## src/rtl/reg_serial_reader.sv

```systemverilog
// Parallel-to-serial register reader: snapshots din on an accepted start and
// emits it LSB first, one bit per cycle, followed by a single done cycle.
module reg_serial_reader #(
  parameter int WIDTH = 16
) (
  input  logic             clk,
  input  logic             rst,
  input  logic             start,
  input  logic [WIDTH-1:0] din,
  output logic             sout,
  output logic             sout_valid,
  output logic             busy,
  output logic             done
);

  localparam int CW = $clog2(WIDTH + 1);
  localparam logic [CW-1:0] LAST = CW'(WIDTH - 1);

  typedef enum logic [1:0] {IDLE, SHIFT, DONE} state_t;

  state_t          state;
  logic [WIDTH-1:0] shreg;
  logic [CW-1:0]    cnt;

  // Bit 0 goes straight to sout at the accepting edge, so the shift register
  // holds the remaining bits already aligned for the next SHIFT edge.
  always_ff @(posedge clk or negedge rst) begin
    if (!rst) begin
      state      <= IDLE;
      shreg      <= '0;
      cnt        <= '0;
      sout       <= 1'b0;
      sout_valid <= 1'b0;
      busy       <= 1'b0;
      done       <= 1'b0;
    end else begin
      case (state)
        IDLE, DONE: begin
          done <= 1'b0;
          if (start) begin
            state      <= SHIFT;
            shreg      <= din >> 1;
            cnt        <= '0;
            sout       <= din[0];
            sout_valid <= 1'b1;
            busy       <= 1'b1;
          end else begin
            state      <= IDLE;
            sout       <= 1'b0;
            sout_valid <= 1'b0;
            busy       <= 1'b0;
          end
        end
        SHIFT: begin
          cnt <= cnt + 1'b1;
          if (cnt == LAST) begin
            state      <= DONE;
            sout       <= 1'b0;
            sout_valid <= 1'b0;
            busy       <= 1'b0;
            done       <= 1'b1;
          end else begin
            shreg <= shreg >> 1;
            sout  <= shreg[0];
          end
        end
        default: begin
          state      <= IDLE;
          sout       <= 1'b0;
          sout_valid <= 1'b0;
          busy       <= 1'b0;
          done       <= 1'b0;
        end
      endcase
    end
  end

endmodule

```

## config.mk

```make
export PLATFORM = sky130hd
export DESIGN_NAME = reg_serial_reader
export DESIGN_NICKNAME = d
export VERILOG_FILES = /design/src/rtl/reg_serial_reader.sv
export SDC_FILE = /design/constraint.sdc
export NUM_CORES = 1
export LEC_CHECK = 0
export CAP_MARGIN = 20
export CORE_MARGIN = 2
export CORE_UTILIZATION = 24
export DETAILED_ROUTE_END_ITERATION = 8
export GPL_ROUTABILITY_DRIVEN = 0
export PLACE_DENSITY = 0.49
export RECOVER_POWER = 25
export SYNTH_ARGS = -nofsm -noshare
export SYNTH_HDL_FRONTEND = slang
export SYNTH_SLANG_ARGS = --single-unit
```

## constraint.sdc

```tcl
create_clock -name clk -period 2.7 [get_ports clk]
set_input_delay 0.27 -clock clk [delete_from_list [all_inputs] [get_ports clk]]
set_output_delay 0.27 -clock clk [all_outputs]
set_load 0.005 [all_outputs]
```

Word-level counts from Yosys, hierarchy flattened
Cells that the tools add are included.

cells by class
  mux-type cells = 16
  $add $sub $neg = 1
  reductions and logical operators = 5
  equal/unequal tests = 6

operators by type and width
  operator                                        count
  two-way mux 16 bit                              2
  one-hot mux 16 bit (2 select lines)             1
  one-hot mux 5 bit (2 select lines)              1
  two-way mux 1 bit                               7
  != test 2 bit (second input constant)           3
  adder 5 x 1 -> 5 bit (second input constant)    1
  == test 5 x 4 -> 1 bit (second input constant)  1
  two-way mux 5 bit                               1
  one-hot mux 1 bit (2 select lines)              2
  one-hot mux 2 bit (2 select lines)              1
  AND reduction 3 bit                             1
  == test 2 x 1 -> 1 bit (second input constant)  1
  == test 2 bit (second input constant)           1
  zero test 2 bit                                 1
  two-way mux 2 bit                               1
  AND reduction 2 bit                             1
  nonzero test 2 bit                              1
  OR reduction 2 bit                              1

word-level totals
  logic and storage cells = 34
  input port bits = 19
  flip-flop bits (word level) = 26

Depth between registers and ports, before layout
Gate-level depths: netlist (run 1).

  depth in word-level cells = 4
  depth in mapped cells = 8
  mapped depth without buffers = 6

Worst setup path after synthesis (run 1)
OpenSTA, ideal clock, no wires.

  path kind = reg-to-reg
  start = reg cnt[0]
  end = reg shreg[10]
  arrival = 1.788 ns
  setup time = 0.125 ns
  period minus slack after synthesis = 1.913 ns
  cell stages (with the launch flop) = 9
  path buffers = 2
  path slack = 0.787 ns
  cell sequence = dfrtp_1 > ha_1 > and3_1 > ha_1 > nor2_1 > a21o_1 > buf_4 > buf_6 > mux2_4

between the ends
  longest elaborated chain between the ends = 3

RTL lines
  what                           RTL line  source
  from (decl)                    23        logic [CW-1:0] cnt;
  from (signal assigned)         55        cnt <= cnt + 1'b1;
  == test 5 x 4 -> 1 bit         56        if (cnt == LAST) begin
  != test 2 bit (no line)        --
  AND reduction 3 bit (no line)  --
  to (signal assigned)           42        shreg <= din >> 1;
  to (signal assigned)           63        shreg <= shreg >> 1;
  to (decl)                      22        logic [WIDTH-1:0] shreg;

Every way passes these cells.
A chain may end at the register's enable or synchronous reset.

Worst setup path in the final report (run 1)
  start = reg cnt[0]
  end = reg shreg[0]

Same word-level chain as after synthesis.

==> summary by stage, run 1 <==
STA
In the finished design, the share of the clock period the worst path needs comes to 0.829. The achievable clock frequency is 447 MHz. The number of max-slew violations in the final report is 0. The measured slew at the worst slew-check pin is 1.30 ns.

The relative slew slack is 0.135. Setup repair after global routing left no endpoint under its margin. The minimum clock period is ~2.2 ns. The count of endpoints failing setup in the final report is 0. The worst hold margin is roughly 0.5 ns.

The worst clock skew on the final layout is approximately 0.0044 ns. Setup total negative slack on the finished layout was measured at 0 ns. The least setup slack across all paths after layout is approximately 0.46 ns. The total count of hold-check failures in the final report came to 0.

Global route
The number of antenna violations at the first check in global routing is 0. Summed over all layers, the global routing overflow is 0. For this run, the total global-route usage over all layers was measured as 0.0870. The global-route wire length before repair is 3.93 mm. The via count of the first global-routing pass is 792. Entering global routing, the biggest net connects 25 pins.

Worst setup path
The worst setup path is of the reg -> reg kind. At the worst endpoint, the required time is 2.86 ns. The critical path data arrival time is 2.40 ns. The critical path goes through ha_1, and3_1, ha_1, nor2_1, a21o_1, buf_4, mux2_2.

STA classifies the critical path endpoint as a register. The largest stage delay on the critical path is between 0.4 and 0.5 ns. The number of cells traversed by the worst register-to-register path is 7. The maximum fanout encountered on the critical timing path is 10. Among the stages of the critical path, the cell type that occurs most often is ha_1. STA classifies the critical path startpoint as a register. On the critical path, the stage with the largest delay is an instance of dfrtp_1.

Clock tree
The number of setup buffers added after CTS is 0. The number of clock sinks seen by CTS is 24. The tree is rooted in a clkbuf_8. The number of buffers inserted for hold repair after clock tree synthesis is 0. In this run the number of H-tree levels came out at 1. The register clock-pin slew on the reported worst setup and hold paths is about 0.080 ns. The CTS tree is done. The latest clock arrival within the worst-skew pair is between 0.2 and 0.3 ns. The number of gates given a new drive strength after cts is 0.

The number of clock buffers inserted by TritonCTS is 3. Counting along the longest clock path gives a buffer depth of 2.

Route
The highest metal layer with signal wires is met4. The total number of vias is 740. The first routing iteration left 33 violations. Dividing the detail-routed wire length by the instance count gives approximately 12 µm. The routed design has ~2.2 mm of wire.

The number of remaining DRC errors is 0. The routed length on met1 is just over 1 mm. Detailed routing placed a total of ~1.1 mm of wire on met2. The length of the first detailed-routing pass in iterations is 2. After detailed routing, the number of vias per cell comes to about 4.1. In this run the remaining antenna-violating nets after routing total 0. The routed design uses about 100 µm of met3 wire.

Outcome
The flow ran to the end, and the final reports show no timing, DRC or antenna violations.

Finish
The number of diodes is 0. The number of nets at the end of the flow is 134. Relative to the synthesized area, the layout overhead comes to 27.4%. The commonest non-fill, non-tap cell in the layout is dfrtp_1. The count of cells in the finished layout, fillers not included, comes to 182. The library cells used most frequently in the layout, excluding fill and tap cells, are dfrtp_1 (24), clkdlybuf4s50_1 (21), mux2_4 (18), mux2_2 (11), a22o_1 (5).

In the final layout, the share of cells above drive strength 1 is 0.339.

Job
The number of max-capacitance violations reported is 0.

Min path
The depth of the worst hold-timing path is 1. The classification of the worst-slack hold path is reg -> reg.

Pwr
For this design the static power due to leakage is approximately 0.73 nW. The switching power summed over all nets is between 0.5 and 0.6 mW. The total design power is about 1.8 mW. The combinational share of power is 0.475. The internal portion of total power is around 1.3 mW. Of the total power, registers draw 0.352. The power density relative to cell area is approximately 1200 mW/mm². The power share of the clock group is 0.173. Of the total power, the share spent switching nets is 0.281. The worst vdd rail ir drop is slightly below 0.0003 V.

Synth
The share of the Yosys chip area taken by registers is 0.478. The post-synthesis cell type with the largest combined area is dfrtp_1. During synthesis, Yosys emitted a total of 0 warnings. Ranked by total cell area, the synthesized netlist is headed by dfrtp_1 (48%), mux2_4 (22%), mux2_2 (9.9%). The synthesized netlist net count is between 100 and 150. The post-synthesis area per instance is approximately 14 µm². In this run, distinct cell masters in the synthesized netlist total 22.

The share of synthesized area in the top cell type comes to 0.478. The post-synthesis instance area is 0.00126 mm². The register bit total from synthesis is 24. Synthesis produced 89 cells.

Placed design
Buffers placed on the I/O ports in this run total 22. Counting tap cells, the placed design contains a total of approximately 180 instances. The estimated wirelength of the detail-placed design is 1.61 mm. The worst setup timing slack at the placement stage is 0.452 ns.

Floorplanning
The die is roughly 76 µm wide. The floorplan step defined a die boundary enclosing between 0.005 and 0.006 mm². For this configuration, the core starts out at a cell density of 0.248.

The count of boundary I/O pins is 23. The placeable core region is around 0.005 mm². The vertical extent of the die is roughly 76 µm.

Row generation in the floorplan step produced 26 rows.
-- per-layer routing --
| layer | GRT usage | vias to the layer above |
|---|---|---|
| li1 | - | 357 |
| met4 | 0.0600 | 0 |
| met2 | 0.136 | 20 |
| met5 | 0 | - |
| met1 | 0.107 | 359 |
| met3 | 0.0178 | 4 |
-- final cells by class --
| type | count | area, µm² |
|---|---|---|
| flip-flops and latches | 24 | 601 |
| well taps | 70 | 87.6 |
| inverters | 2 | 7.51 |
| clock inverters | 1 | 30.0 |
| repair buffers | 26 | 246 |
| clock buffers | 3 | 41.3 |
| fillers | 522 | 3470 |
| multi-input cells | 56 | 587 |
-- Yosys cell counts, drive strengths merged --
library cell and n:
nor2 2, and3 1, mux2 29, nand2 3
nand4b 1, a31o 1, inv 2, o21ai 3
ha 2, nand3 1, nand2b 1, nor2b 2
and2 1, dfrtp 24, a22o 5, a21o 1
xnor2 3, buf 7
-- flip-flops by register name, summed over array words and instances (netlist names) --
register,count
done,1
busy,1
shreg,15
sout,1
cnt,5
state,1
-- power by group through the flow --
stage	clock [mW]	combinational (mW)	sequential, mW
after floorplan	0	0.783	0.608
after CTS	0.325	0.897	0.653
after global routing	0.340	0.959	0.673
after detailed placement	0	0.890	0.660
final	0.319	0.875	0.649
after global placement	0	0.880	0.655
-- per-stage QoR --
step | utilization | instance area [µm²]
CTS | 0.316 | 1600
floorplan | - | 1260
global placement | 0.302 | 1530
detailed placement | 0.302 | 1530
finish | 0.315 | 1600
global route | 0.315 | 1600
-- logic make-up (layout without fill, tap and decap cells) --
logic type                 after synthesis  after routing  share of synthesized area
adders and majority gates                2              2                     0.0199
muxes                                   29             29                      0.314
xor gates and xnor gates                 3              3                     0.0209
AOI/OAI and AO/OA                       10             10                     0.0598
and+or+nand+nor                         12             12                     0.0528
DFF                                     24             24                      0.478
buffers and inverters                    9             32                     0.0548
-- worst max-delay path: cells and delay by family (launching register included) --
family / cells / cell delay (ns)
flops: 1 / 0.43
buf+inv: 1 / 0.27
fa+ha+maj: 2 / 0.40
compound gates: 1 / 0.35
simple gates: 2 / 0.32
mux: 1 / 0.35
-- path summary, 6_finish.rpt --
check / from / end / slack, ns
setup / recovery: cnt[0] / shreg[0] / 0.46
min in group asynchronous: rst / shreg[5] / 0.81
max in group asynchronous: rst / done / 1.13
hold / removal: shreg[4] / shreg[4] / 0.51
setup reg to reg: cnt[0] / shreg[0] / 0.46
hold reg to reg: shreg[4] / shreg[4] / 0.51
Note: power is estimated with default switching activity, not from simulation.
==> run 2, diff against run 1 <==
==> constraint.sdc (replaced) <==
create_clock -name clk -period 2.1 [get_ports clk]
set_input_delay 0.21 -clock clk [delete_from_list [all_inputs] [get_ports clk]]
set_output_delay 0.21 -clock clk [all_outputs]
set_load 0.005 [all_outputs]
==> run 2 against run 1 <==
Compared with the run above:
- design area fell by 0.62%
- combinational power is 35% higher
- global-route usage down 0.37 points
- non-clock buffer count is 1 higher
- setup slack got worse by 0.34 ns
- worst hold slack worse by 0.0033 ns
- fmax increased by 13%
- first-iteration DRC count is 52% lower
- critical path depth stayed put
- sequential share of layout area rose by 0.24 points
- register-to-register slack got worse by 0.34 ns
- clock skew decreased by 0.0030 ns
- largest cell class unchanged
==> summary by stage, run 2 (synthesis results as in run 1) <==
Outcome
The run finished with clean final reports.

Worst setup path
The worst setup path is captured at a register. The maximum fanout encountered on the critical timing path is 6 (-4). Walking the worst path, the cells encountered are ha_1, and3_1, ha_1, nor2_1, a21o_1, buf_4, mux2_4.

The largest individual stage delay along the critical path comes from the cell dfrtp_1. The largest stage delay on the critical path is 0.43 ns (about the same). The top cell family by delay on the critical path is flip-flops. STA classifies the critical path startpoint as a register. The worst endpoint required time is 2.25 ns (-0.61 ns).

The register-to-register setup slack is 0.12 ns (-0.34 ns). The critical path is of the reg -> reg type. The number of buffers and inverters on the critical path is 1 (unchanged). The cell that appears most often on the critical path is ha_1. The critical path data arrival time came to 2.12 ns (-0.28 ns).

Global route
The largest net degree at the start of global routing was 25 (unchanged). The number of antenna violations at the first check in global routing came to 0 (unchanged). The overall fraction of global-route tracks in use is 0.0832 (-0.00375). The via count of the first global-routing pass is 809 (+2.1%). The global-route wire length before repair was 3.86 mm (-1.8%). The total overflow reported by the global router is 0 (unchanged).

Floorplanning
The effective utilization at floorplan was 0.248 (unchanged). The vertical extent of the die is 76.3 µm (unchanged). The placeable core region was 0.00507 mm² (unchanged). The horizontal die dimension came to 76.3 µm (unchanged). The die area came to 0.00583 mm² (unchanged). The placement row count was 26 (unchanged). The count of boundary I/O pins is 23 (unchanged).

Job
The number of max-capacitance violations reported came to 0 (unchanged).

Clock tree
The H-tree depth is 1 (unchanged). The number of buffers inserted for hold repair after clock tree synthesis came to 0 (unchanged). The number of clock buffers inserted by TritonCTS was 3 (unchanged). The number of setup buffers added after CTS came to 0 (unchanged). TritonCTS built the clock tree.

The register clock-pin slew on the reported worst setup and hold paths came to 0.08 ns (about the same). The number of gates given a new drive strength after cts came to 0 (unchanged). The latest clock arrival within the worst-skew pair is 0.26 ns (about the same). The number of clock sinks seen by CTS was 24 (unchanged).

The root buffer cell is clkbuf_8. The maximum count of clock buffers along a single path is 2 (unchanged).

STA
The measured slew at the worst slew-check pin is 1.28 ns (-0.0141 ns). The relative slew slack is 0.144 (+0.00939). The worst clock skew on the final layout was 0.00147 ns (-0.00296 ns). The count of endpoints failing setup in the final report came to 0 (unchanged).

The final sum of negative setup slack came to 0 ns (unchanged). The number of max-slew violations in the final report is 0 (unchanged). The minimum clock period is 1.98 ns (-0.259 ns). The total count of hold-check failures in the final report came to 0 (unchanged). The achievable clock frequency is 505 MHz (+13%). Setup repair after global routing left no endpoint under its margin.

The post-route clock period utilization came to 0.942 (+0.113).

Route
The average vias per placed instance is 4.04 (-0.54%). The total wirelength of the detailed-routed design is 2.23 mm (-0.85%). The length of the first detailed-routing pass in iterations came to 4 (+2). The total number of vias is 736 (-0.54%).

The first-iteration detailed-routing DRC count is 16 (-52%). The number of antenna-violating nets in the routed design is 0 (unchanged). The final routed wire length divided by cell count is 12.2 µm (-0.85%). The number of remaining DRC errors was 0 (unchanged).

Finish
Leaving out fill and tap cells, the most frequent cells in the layout are dfrtp_1 (24), clkdlybuf4s50_1 (21), mux2_4 (18), mux2_2 (11), a22o_1 (5). The register ranked first by flip-flop count is shreg. The commonest non-fill, non-tap cell in the layout is dfrtp_1.

The flip-flop count of the largest register, all copies and words added is 15 (unchanged). The number of diodes was 0 (unchanged). The number of nets at the end of the flow is 135 (+0.75%). The end-of-flow core utilization is 0.313 (-0.00197). The largest registers in the layout are shreg: 15 flops, cnt: 5 flops. The layout overhead on the synthesized area is 26.6%. The share of cells above drive strength 1 is 0.339 (unchanged).

Pwr
The power density relative to cell area is 1430 mW/mm² (+24%). The leakage power was 0.721 nW (-0.55%). The worst vdd rail ir drop is 0.000355 V (+21%).

Min path
The classification of the worst-slack hold path is reg -> reg.

Placed design
The estimated wirelength of the detail-placed design was 1.61 mm (+0.31%). The number of buffer cells added on primary ports was 22 (unchanged).
-- run 2: worst paths after layout --
| kind | startpoint | end | depth (start not counted) |
|---|---|---|---|
| worst min-delay path | shreg[3] | shreg[3] | 1 |
| min in group asynchronous | rst | shreg[1] | 2 |
| worst max-delay path | cnt[0] | shreg[12] | 7 |
| max in group asynchronous | rst | shreg[11] | 2 |
| worst max register to register | cnt[0] | shreg[12] | 7 |
| worst min register to register | shreg[3] | shreg[3] | 1 |
-- run 2: metal layers --
metal | share of wire | track usage | routed length, µm | up-vias
li1 | - | - | - | 356
met1 | 0.47 | 0.104 | 1040 | 360
met2 | 0.48 | 0.135 | 1070 | 18
met3 | 0.037 | 0.0142 | 82 | 2
met4 | 0.017 | 0.0491 | 38 | 0
met5 | 0 | 0 | 0 | -
-- run 2: cell type report --
cell class | instances | area (µm²)
inverters | 2 | 7.51
well taps | 70 | 87.6
repair buffers | 27 | 267
clock buffers | 3 | 41.3
multi-input cells | 56 | 587
flip-flops and latches | 24 | 601
fillers | 537 | 3480
-- run 2: metrics by stage --
stage	hold WS [ns]	std cells	cell area [µm²]	power, mW	worst slack [ns]
final	0.507	182	1590	2.27	0.122
after detailed placement	0.491	179	1550	2.04	0.139
after global placement	0.485	179	1550	2.01	0.184
after floorplan	-0.0856	89	1260	1.79	0.187
after global routing	0.516	182	1590	2.43	0.0395
after CTS	0.324	182	1590	2.31	0.114
-- run 2: power by group --
part	total, mW	switching, mW	internal (mW)
Combinational	1.18	0.367	0.811
Sequential	0.836	0.158	0.678
Clock	0.259	0.131	0.128
